===== src/rtl/seq_shift_add_multiplier_if.sv =====
// Handshake bundle for seq_shift_add_multiplier; MULT_ACCUM_EN adds the acc request bit.
interface seq_shift_add_multiplier_if #(
  parameter int unsigned WIDTH = 8
);
  logic                 in_valid;
  logic                 in_ready;
  logic [WIDTH-1:0]     a;
  logic [WIDTH-1:0]     b;
  logic                 out_valid;
  logic                 out_ready;
  logic [2*WIDTH-1:0]   product;
  logic                 busy;

`ifdef MULT_ACCUM_EN
  logic                 acc;

  modport master (
    output in_valid, a, b, acc, out_ready,
    input  in_ready, out_valid, product, busy
  );

  modport slave (
    input  in_valid, a, b, acc, out_ready,
    output in_ready, out_valid, product, busy
  );
`else
  modport master (
    output in_valid, a, b, out_ready,
    input  in_ready, out_valid, product, busy
  );

  modport slave (
    input  in_valid, a, b, out_ready,
    output in_ready, out_valid, product, busy
  );
`endif
endinterface


===== src/rtl/seq_shift_add_multiplier.sv =====
// Radix-2 shift-add unsigned multiplier, one partial product per clock, valid/ready on both sides.
// Optional MULT_ACCUM_EN: acc=1 at accept seeds the accumulator with the previous product.
module seq_shift_add_multiplier #(
  parameter int unsigned WIDTH = 8
) (
  input  logic                        clk,
  input  logic                        rst,
  seq_shift_add_multiplier_if.slave   bus
);

  localparam int unsigned CNT_W = $clog2(WIDTH + 1);
  localparam int unsigned PW    = 2 * WIDTH;

  typedef enum logic [1:0] {
    IDLE = 2'd0,
    RUN  = 2'd1,
    DONE = 2'd2
  } state_e;

  state_e           state_q, state_d;
  logic [PW-1:0]    mcand_q, mcand_d;
  logic [WIDTH-1:0] mplier_q, mplier_d;
  logic [PW-1:0]    p_q, p_d;
  logic [CNT_W-1:0] cnt_q, cnt_d;
  logic [PW-1:0]    product_q, product_d;
  logic [PW-1:0]    p_add;
  logic             in_ready_c;

  // State and datapath registers, all cleared by reset
  always_ff @(posedge clk) begin
    if (rst) begin
      state_q   <= IDLE;
      mcand_q   <= '0;
      mplier_q  <= '0;
      p_q       <= '0;
      cnt_q     <= '0;
      product_q <= '0;
    end else begin
      state_q   <= state_d;
      mcand_q   <= mcand_d;
      mplier_q  <= mplier_d;
      p_q       <= p_d;
      cnt_q     <= cnt_d;
      product_q <= product_d;
    end
  end

  assign in_ready_c = (state_q == IDLE) && !rst;

  // Next-state and datapath update
  always_comb begin
    state_d   = state_q;
    mcand_d   = mcand_q;
    mplier_d  = mplier_q;
    p_d       = p_q;
    cnt_d     = cnt_q;
    product_d = product_q;
    p_add     = mplier_q[0] ? (p_q + mcand_q) : p_q;

    case (state_q)
      IDLE: begin
        if (bus.in_valid && in_ready_c) begin
          mcand_d  = PW'(bus.a);
          mplier_d = bus.b;
          cnt_d    = CNT_W'(WIDTH);
          state_d  = RUN;
`ifdef MULT_ACCUM_EN
          p_d      = bus.acc ? product_q : '0;
`else
          p_d      = '0;
`endif
        end
      end
      RUN: begin
        p_d      = p_add;
        mcand_d  = mcand_q << 1;
        mplier_d = mplier_q >> 1;
        cnt_d    = cnt_q - CNT_W'(1);
        // Fixed latency: the last step commits straight to the result register
        if (cnt_q == CNT_W'(1)) begin
          product_d = p_add;
          state_d   = DONE;
        end
      end
      DONE: begin
        if (bus.out_ready) begin
          state_d = IDLE;
        end
      end
      default: begin
        state_d = IDLE;
      end
    endcase
  end

  assign bus.in_ready  = in_ready_c;
  assign bus.out_valid = (state_q == DONE) && !rst;
  assign bus.busy      = (state_q == RUN) && !rst;
  assign bus.product   = product_q;

endmodule

===== src/flat_wrapper.sv =====
// flat-port wrapper written by rule: the top's interface ports become plain ports
module seq_shift_add_multiplier_flat 
#(
  parameter int unsigned WIDTH = 8
)
  (clk, rst, bus_in_valid, bus_a, bus_b, bus_out_ready, bus_in_ready, bus_out_valid, bus_product, bus_busy);
  seq_shift_add_multiplier_if #(.WIDTH(WIDTH)) bus_i ();
  input  logic clk;
  input  logic rst;
  input wire logic [$bits(bus_i.in_valid)-1:0] bus_in_valid;
  input wire logic [$bits(bus_i.a)-1:0] bus_a;
  input wire logic [$bits(bus_i.b)-1:0] bus_b;
  input wire logic [$bits(bus_i.out_ready)-1:0] bus_out_ready;
  output wire logic [$bits(bus_i.in_ready)-1:0] bus_in_ready;
  output wire logic [$bits(bus_i.out_valid)-1:0] bus_out_valid;
  output wire logic [$bits(bus_i.product)-1:0] bus_product;
  output wire logic [$bits(bus_i.busy)-1:0] bus_busy;
  assign bus_i.in_valid = bus_in_valid;
  assign bus_i.a = bus_a;
  assign bus_i.b = bus_b;
  assign bus_i.out_ready = bus_out_ready;
  assign bus_in_ready = bus_i.in_ready;
  assign bus_out_valid = bus_i.out_valid;
  assign bus_product = bus_i.product;
  assign bus_busy = bus_i.busy;
  seq_shift_add_multiplier #(.WIDTH(WIDTH)) u_core (.clk(clk), .rst(rst), .bus(bus_i));
endmodule

===== config.mk =====
export PLATFORM = sky130hd
export DESIGN_NAME = seq_shift_add_multiplier_flat
export DESIGN_NICKNAME = d
export VERILOG_FILES = /design/src/rtl/seq_shift_add_multiplier_if.sv /design/src/rtl/seq_shift_add_multiplier.sv /design/src/flat_wrapper.sv
export SDC_FILE = /design/constraint.sdc
export NUM_CORES = 1
export LEC_CHECK = 0
export CAP_MARGIN = 10
export CORE_MARGIN = 4
export CORE_UTILIZATION = 59
export DETAILED_ROUTE_END_ITERATION = 10
export PLACE_DENSITY = 0.81
export SLEW_MARGIN = 20
export SYNTH_ARGS = -nofsm -noshare
export SYNTH_HDL_FRONTEND = slang
export SYNTH_SLANG_ARGS = --single-unit

===== constraint.sdc =====
create_clock -name clk -period 5.1 [get_ports clk]
set_clock_uncertainty 0.15 [all_clocks]
set_input_delay 0.51 -clock clk [delete_from_list [all_inputs] [get_ports clk]]
set_output_delay 0.51 -clock clk [all_outputs]
set_load 0.005 [all_outputs]

Word-level counts from Yosys, hierarchy flattened
Cells that the tools add are included.

Word-level logic and storage cells: 37. Register bits: 62. Output and inout port bits: 19. Bits of input ports: 20.

Mux-type cells: 13. $add $sub $neg: 2. Eq/ne operators: 6. Reduce and logical (&&, ||, !) cells: 10.

Operators with widths (count): 16-bit one-hot mux with 2 select lines (2); 16-bit 2-to-1 mux (3); 16-bit adder (1); 8-bit one-hot mux with 2 select lines (1); 8-bit 2-to-1 mux (1); 4-bit one-hot mux with 2 select lines (1); 2-bit 2-to-1 mux (3); 2-bit one-hot mux with 3 select lines (1); 4-bit by 1-bit equality test with 1-bit output, second input constant (1); 1-bit logical AND (4); 4-bit 2-to-1 mux (1); 2-bit != test, second input constant (2); 2-bit AND reduction (2); 4-bit by 1-bit subtractor with 4-bit output, second input constant (1); 3-bit AND reduction (1); 2-bit by 1-bit equality test with 1-bit output, second input constant (1); 2-bit equality test, second input constant (1); 2-bit zero test (1); 2-bit by 1-bit != test with 1-bit output, second input constant (1); 2-bit nonzero test (1); 1-bit zero test (1).

Longest topological paths before layout
Gate-level depths: netlist of run 1.

Depth after elaboration: 5. Depth in mapped cells: 9. Depth with buffers taken out: 9.

Least setup slack after synthesis of run 1
Ideal clock, no wire load.

Kind: register -> register. Start point: reg u_core.p_q[0]. End point: reg u_core.product_q[12], in the netlist u_core.bus.product[12]. Setup time: 0.070 ns. Buffers on the path: 0. Stages on the path, launching flop included: 10. Setup slack: 2.669 ns. Data required time: 4.880 ns. Arrival time: 2.211 ns. Period minus slack after synthesis: 2.431 ns. Cells stage by stage: dfxtp_1 > ha_1 > fa_1 > a21o_1 > a221oi_2 > o211ai_2 > a21boi_2 > xor2_1 > a211o_1 > a21oi_1.

Longest elaborated chain between the ends: 2.

RTL lines: from (decl) (line seq_shift_add_multiplier.sv:23) `logic [PW-1:0] p_q, p_d;`; from (signal assigned) (line seq_shift_add_multiplier.sv:42) `p_q <= p_d;`; 16-bit adder (line seq_shift_add_multiplier.sv:58) `p_add = mplier_q[0] ? (p_q + mcand_q) : p_q;`; 16-bit 2-to-1 mux (line seq_shift_add_multiplier.sv:58); to (signal assigned) (line seq_shift_add_multiplier.sv:44) `product_q <= product_d;`; to (decl) (line seq_shift_add_multiplier.sv:25) `logic [PW-1:0] product_q, product_d;`.

Every way passes these cells. A chain may end at the register's enable or synchronous reset.

Worst setup path after layout of run 1
Start point: in rst. End point: out bus_busy.

Longest elaborated chain between the ends: 2.

RTL lines: from (decl) (line flat_wrapper.sv:9) `input logic rst;`; 1-bit zero test (line seq_shift_add_multiplier.sv:98) `assign bus.busy = (state_q == RUN) && !rst;`; 1-bit logical AND (line seq_shift_add_multiplier.sv:98); to (decl) (line flat_wrapper.sv:17) `output wire logic [$bits(bus_i.busy)-1:0] bus_busy;`.

Every way passes these cells.

==> results of run 1 <==
## logic make-up after synthesis
logic type,synth area share (%)
AO/OA/AOI/OAI,22.3
XOR/XNOR,4.00
adder cells (fa/ha/maj),7.59
buffers and inverters,2.73
flip-flops,40.5
multiplexers,3.96
AND/OR/NAND/NOR,19.0
## stage by stage
stage | utilization [%] | hold slack [ns] | area (um2) | power (mW) | std cells
finish | 75.3 | 0.314 | 3670 | 1.12 | 459
global route | 75.3 | 0.332 | 3670 | 1.17 | 459
CTS | 75.3 | 0.312 | 3670 | 1.12 | 459
detailed placement | 71.4 | 0.300 | 3480 | 0.710 | 444
global placement | 71.4 | 0.297 | 3480 | 0.703 | 444
floorplan | - | 0.298 | 3070 | 0.649 | 353
## layout by cell type (no fill, tap or decap), types with 5 or more instances in the layout
master,instances
o21ai_0,17
nand2b_1,7
nor4_1,7
clkbuf_8,10
a22o_1,13
a21oi_1,25
clkdlybuf4s50_1,38
xor2_1,5
dfxtp_1,62
nor2_1,46
nor3_1,5
mux2i_1,11
ha_1,17
nand2_1,42
a22oi_1,7
xnor2_1,9
a211oi_1,9
## worst max-delay path, stage by stage
cell,delay (ns)
clkdlybuf4s50_1,0.46
buf_4,0.36
nand2b_1,0.31
inv_1,0.25
clkdlybuf4s50_1,0.51
## sequential cells by signal, indices dropped and copies added, names as in the netlist
| signal | cells |
|---|---|
| u_core.bus.product | 16 |
| u_core.p_q | 16 |
| u_core.mplier_q | 8 |
| u_core.state_q | 2 |
| u_core.cnt_q | 4 |
| u_core.mcand_q | 16 |
## report_power, final
group / internal [mW] / switching [mW] / total, mW
Combinational: 0.0726 / 0.0967 / 0.169
Sequential: 0.511 / 0.0199 / 0.531
Clock: 0.233 / 0.190 / 0.423
Total: 0.816 / 0.307 / 1.12
## worst paths after layout
check | startpoint | end | slack, ns | depth (start not counted)
hold / removal | u_core.bus.product[10] | u_core.bus.product[10] | 0.31 | 2
hold reg to reg | u_core.bus.product[10] | u_core.bus.product[10] | 0.31 | 2
setup / recovery | rst | bus_busy | 2.03 | 5
setup reg to reg | u_core.mcand_q[0] | u_core.bus.product[12] | 2.41 | 9
## metal layers
metal / GRT usage, % / share of wire [%]
met3: 4.71 / 6.2
met1: 29.7 / 46
met5: 0 / 0
met2: 37.7 / 46
met4: 11.1 / 1.7
## area by class of cell
type                       count  share of cell area, %
multi-input combinational    270                   47.4
sequential                    62                   33.8
timing repair buffer          41                   11.0
clock buffer                  10                   3.75
tap                           67                   2.28
clock inverter                 5                   1.36
inverter                       4                  0.409
==> results.ini, run 1 <==
[route]
routed_wl_um=7000
ant_nets=0
drc=0
first_pass_iters=4
vias=2656
wire_per_inst_um=15.2
drtIter0Drc=134
routed_via_density=5.79

[global_route]
grt_max_degree=42
grt_antenna_before_repair=0
gr-total-overflow=0
grt_pass1_vias=2563
grt_pass1_wl_um=11700
track_usage_pct=23.3

[timing]
finalHoldViolations=0
setup_ws_ns=2.03
setup_tns_ns=0
drv_slew=0
worst_pin_slew_ns=0.956
rsz0062_at_grt=false
clock.fmax_mhz=325
setup_viol=0
min_period_over_period_pct=60.3
slew_headroom_pct=36.3
min_period_ns=3.07

[synth]
synth_top_area_cell=dfxtp_1
ys_seq_elements=62
async_flop_share_pct=0
synth.yosys.warnings=0
synth_flop_cell=dfxtp_1
synth_cell_types=49
seq_area_frac_synth_pct=40.5
synthTopCellsByCount=62 x dfxtp_1, 46 x nor2_1, 42 x nand2_1
syn_area_um2=3070
synth.top_cell.area_share_pct=40.5
synth_fp_nets=391
yosysMostFrequentCell=dfxtp_1
synth_area_per_cell_um2=8.69
synthTopCellsByArea=dfxtp_1 40%, ha_1 6.9%, nor2_1 5.6%
synth_edf_count=0
synthCells=353

[floorplanning]
die_h_um=80.1
io_pins=39
die_x_um=80.1
core_um2=4880
rows=25
die_area_um2=6420
start_util_pct=62.8

[hold_path]
hold_class=flop to flop

[placement]
routabilityCongestion=0.851
dp_slack_ns=2.04
dpl.hpwl_um=4860
io_buffers=38

[pwr]
p_per_area_nw_per_um2=306
p_leak_nw=1.47
ir_drop_mv=0.197

[job]
max_cap_viol_count=0

[cells_and_area]
drive_gt1_share_pct=7.65
diodes=0
regArea_um2=1240
multi_input_area_um2=1740
fin_nets=426
area_delta_synth_final_pct=19.7
nFillCells=380

[status]
outcome=finished, final reports clean

[setup_path]
endpoint_kind=output port
cp.required_ns=4.44
startpoint_type=input port
crit_fanout=41
cp.arrival_ns=2.41
criticalPathCategory=input port to output port

[clock_tree]
cts_buffers=9
clk-insertion-delay-late_ns=0.34
htreeDepth=3
clock_path_buffers=2
holdBufCountCts=0
cts_sinks=62
clockRootBuffer=clkbuf_8
cts_resized=0
path_clk_slew_ns=0.07
cts_setup_buffers=0
cts_tree=done

(Power assumes the default switching activity.)
==> run 2: changes to the inputs <==
--- a/config.mk
+++ b/config.mk
@@ -7,9 +7,9 @@
 export LEC_CHECK = 0
 export CAP_MARGIN = 10
 export CORE_MARGIN = 4
-export CORE_UTILIZATION = 59
+export CORE_UTILIZATION = 55
 export DETAILED_ROUTE_END_ITERATION = 10
-export PLACE_DENSITY = 0.81
+export PLACE_DENSITY = 0.76
 export SLEW_MARGIN = 20
 export SYNTH_ARGS = -nofsm -noshare
 export SYNTH_HDL_FRONTEND = slang
==> constraint.sdc (replaced) <==
create_clock -name clk -period 2.9 [get_ports clk]
set_clock_uncertainty 0.15 [all_clocks]
set_input_delay 0.29 -clock clk [delete_from_list [all_inputs] [get_ports clk]]
set_output_delay 0.29 -clock clk [all_outputs]
set_load 0.005 [all_outputs]
==> run 2 against run 1 <==
  * Sequential cell count unchanged
  * Clock power up 98%
  * Cell count rose by 2.0%
  * Cell area is 1.9% higher
  * Power grew 85%
  * Critical endpoint is now u_core.bus.product[12]
==> results.ini, run 2 (synthesis gave the netlist of run 1 again) <==
[status]
outcome=finished, final reports clean

[clock_tree]
cts_sinks=62  ; unchanged
cts_tree=done
holdBufCountCts=0  ; unchanged
path_clk_slew_ns=0.07  ; about the same
htreeDepth=3  ; unchanged
clock_path_buffers=2  ; unchanged
cts_setup_buffers=0  ; unchanged
cts_resized=0  ; unchanged
clk-insertion-delay-late_ns=0.34  ; about the same
clockRootBuffer=clkbuf_8
cts_buffers=9  ; unchanged

[route]
wire_per_inst_um=15.0  ; -1.8%
routed_via_density=5.62  ; -2.8%
routed_wl_um=7010  ; +0.16%
vias=2631  ; -0.94%
ant_nets=0  ; unchanged
drtIter0Drc=125  ; -6.7%
drc=0  ; unchanged
first_pass_iters=4  ; unchanged

[placement]
routabilityCongestion=0.819  ; -3.8%
io_buffers=38  ; unchanged
dpl-instance-area_um2=3530  ; +1.2%
dp_cells=452  ; +1.8%
dp_slack_ns=0.259  ; -1.78 ns
dpl.hpwl_um=5040  ; +3.9%

[global_route]
use_met1_pct=28.0  ; -1.7 points
grtUsageMet2_pct=38.5  ; +0.71 points
grt_pass1_vias=2510  ; -2.1%
grt_pass1_wl_um=11800  ; +0.71%
track_usage_pct=22.9  ; -0.47 points
grt_use_met3_pct=5.86  ; +1.1 points
grt_antenna_before_repair=0  ; unchanged
gr-total-overflow=0  ; unchanged
top_usage_layer=met2
grt_max_degree=29  ; -31%

[cells_and_area]
final_cell_mix=62 x dfxtp_1, 46 x nor2_1, 42 x nand2_1
regArea_um2=1240  ; unchanged
area_delta_synth_final_pct=22.0
layout_commonest_cell=dfxtp_1
diodes=0  ; unchanged
drive_gt1_share_pct=8.54  ; +0.89 points
multi_input_area_um2=1740  ; unchanged
final_cell_count_no_fill=468  ; +2.0%
stdcell_area_um2=3740  ; +1.9%
fin_nets=431  ; +1.2%
nFillCells=436  ; +15%

[pwr]
p_per_area_nw_per_um2=554  ; +81%
combPwrFrac_pct=14.7  ; -0.4 points
switching_share_pct=25.9  ; -1.4 points
pwr-share-clk_pct=40.3  ; +2.7 points
p_int_mw=1.54  ; +88%
p_leak_nw=1.51  ; +2.3%
seq_power_share_pct=45.0  ; -2.3 points
switchingPower_mw=0.537  ; +75%
ir_drop_mv=0.492  ; +150%
total_power_mw=2.07  ; +85%

[timing]
rsz0062_at_grt=false
drv_slew=0  ; unchanged
finalHoldViolations=0  ; unchanged
setup_tns_ns=0  ; unchanged
clock.fmax_mhz=377
setup_ws_ns=0.246  ; -1.78 ns
min_period_ns=2.65
setup_viol=0  ; unchanged
slew_headroom_pct=29.5  ; -6.7 points
min_period_over_period_pct=91.5
worst_pin_slew_ns=1.05  ; +0.0970 ns

[floorplanning]
die_x_um=82.7  ; +3.2%
core_um2=5270  ; +8.0%
die_area_um2=6830  ; +6.5%
start_util_pct=58.2  ; -4.7 points
die_h_um=82.7  ; +3.2%
io_pins=39  ; unchanged
rows=26  ; +4.0%

[setup_path]
reg2reg_from=u_core.p_q[0]
endpoint_kind=flop
cp.arrival_ns=2.77  ; +0.36 ns
slowest_stage=fa_1
crit_fanout=3  ; -93%
startpoint_type=flop
crit_path_cell_trace=ha_1 > fa_1 > a21o_1 > a221oi_2 > o211ai_2 > a21boi_2 > xor2_1 > a211o_1 > a21oi_1
cp.required_ns=3.02  ; -1.42 ns
criticalPathCategory=flop to flop
critPathMaxStageDelay_ns=0.41  ; -0.10 ns
crit_path_start=u_core.p_q[0]

[hold_path]
hold_class=flop to flop
min-delay-start=u_core.bus.product[10]

[job]
max_cap_viol_count=0  ; unchanged

run 2: power groups by stage:
stage                     combinational (mW)  clock, mW  sequential [mW]
after floorplan                        0.198          0            0.944
after global placement                 0.298          0            0.950
after detailed placement               0.304          0            0.952
after CTS                              0.307      0.851            0.933
after global routing                   0.341      0.885            0.939
final                                  0.305      0.836            0.933
run 2: cell type report:
cell class              count  area share (%)
repair buffers             46            11.8
well taps                  70            2.34
flip-flops and latches     62            33.2
clock buffers              12            3.88
clock inverters             4            1.87
inverters                   4           0.401
multi-input cells         270            46.6
run 2: path summary, 6_finish.rpt:
| kind | endpoint | slack, ns | cells past startpoint |
|---|---|---|---|
| worst min register to register | u_core.bus.product[10] | 0.31 | 2 |
| worst min-delay path | u_core.bus.product[10] | 0.31 | 2 |
| worst max-delay path | u_core.bus.product[12] | 0.25 | 9 |
| worst max register to register | u_core.bus.product[12] | 0.25 | 9 |
run 2: layer usage:
metal | part of all wire (%) | vias up
li1 | - | 1344
met5 | 0 | -
met2 | 48 | 69
met1 | 46 | 1210
met4 | 1.1 | 0
met3 | 5.5 | 8
run 2: worst max-delay path, delay by kind of cell, from the launching register on:
kind | cells | cell delay [ns]
DFF | 1 | 0.32
xor gates and xnor gates | 1 | 0.11
AOI/OAI and AO/OA | 6 | 1.37
adders and majority gates | 2 | 0.63
run 2: metrics by stage:
stage	hold WS, ns	utilization, %
3_5_place_dp	0.298	66.9
2_1_floorplan	0.276	-
4_1_cts	0.308	71.0
6_report	0.305	71.0
5_1_grt	0.340	71.0
3_3_place_gp	0.295	66.9
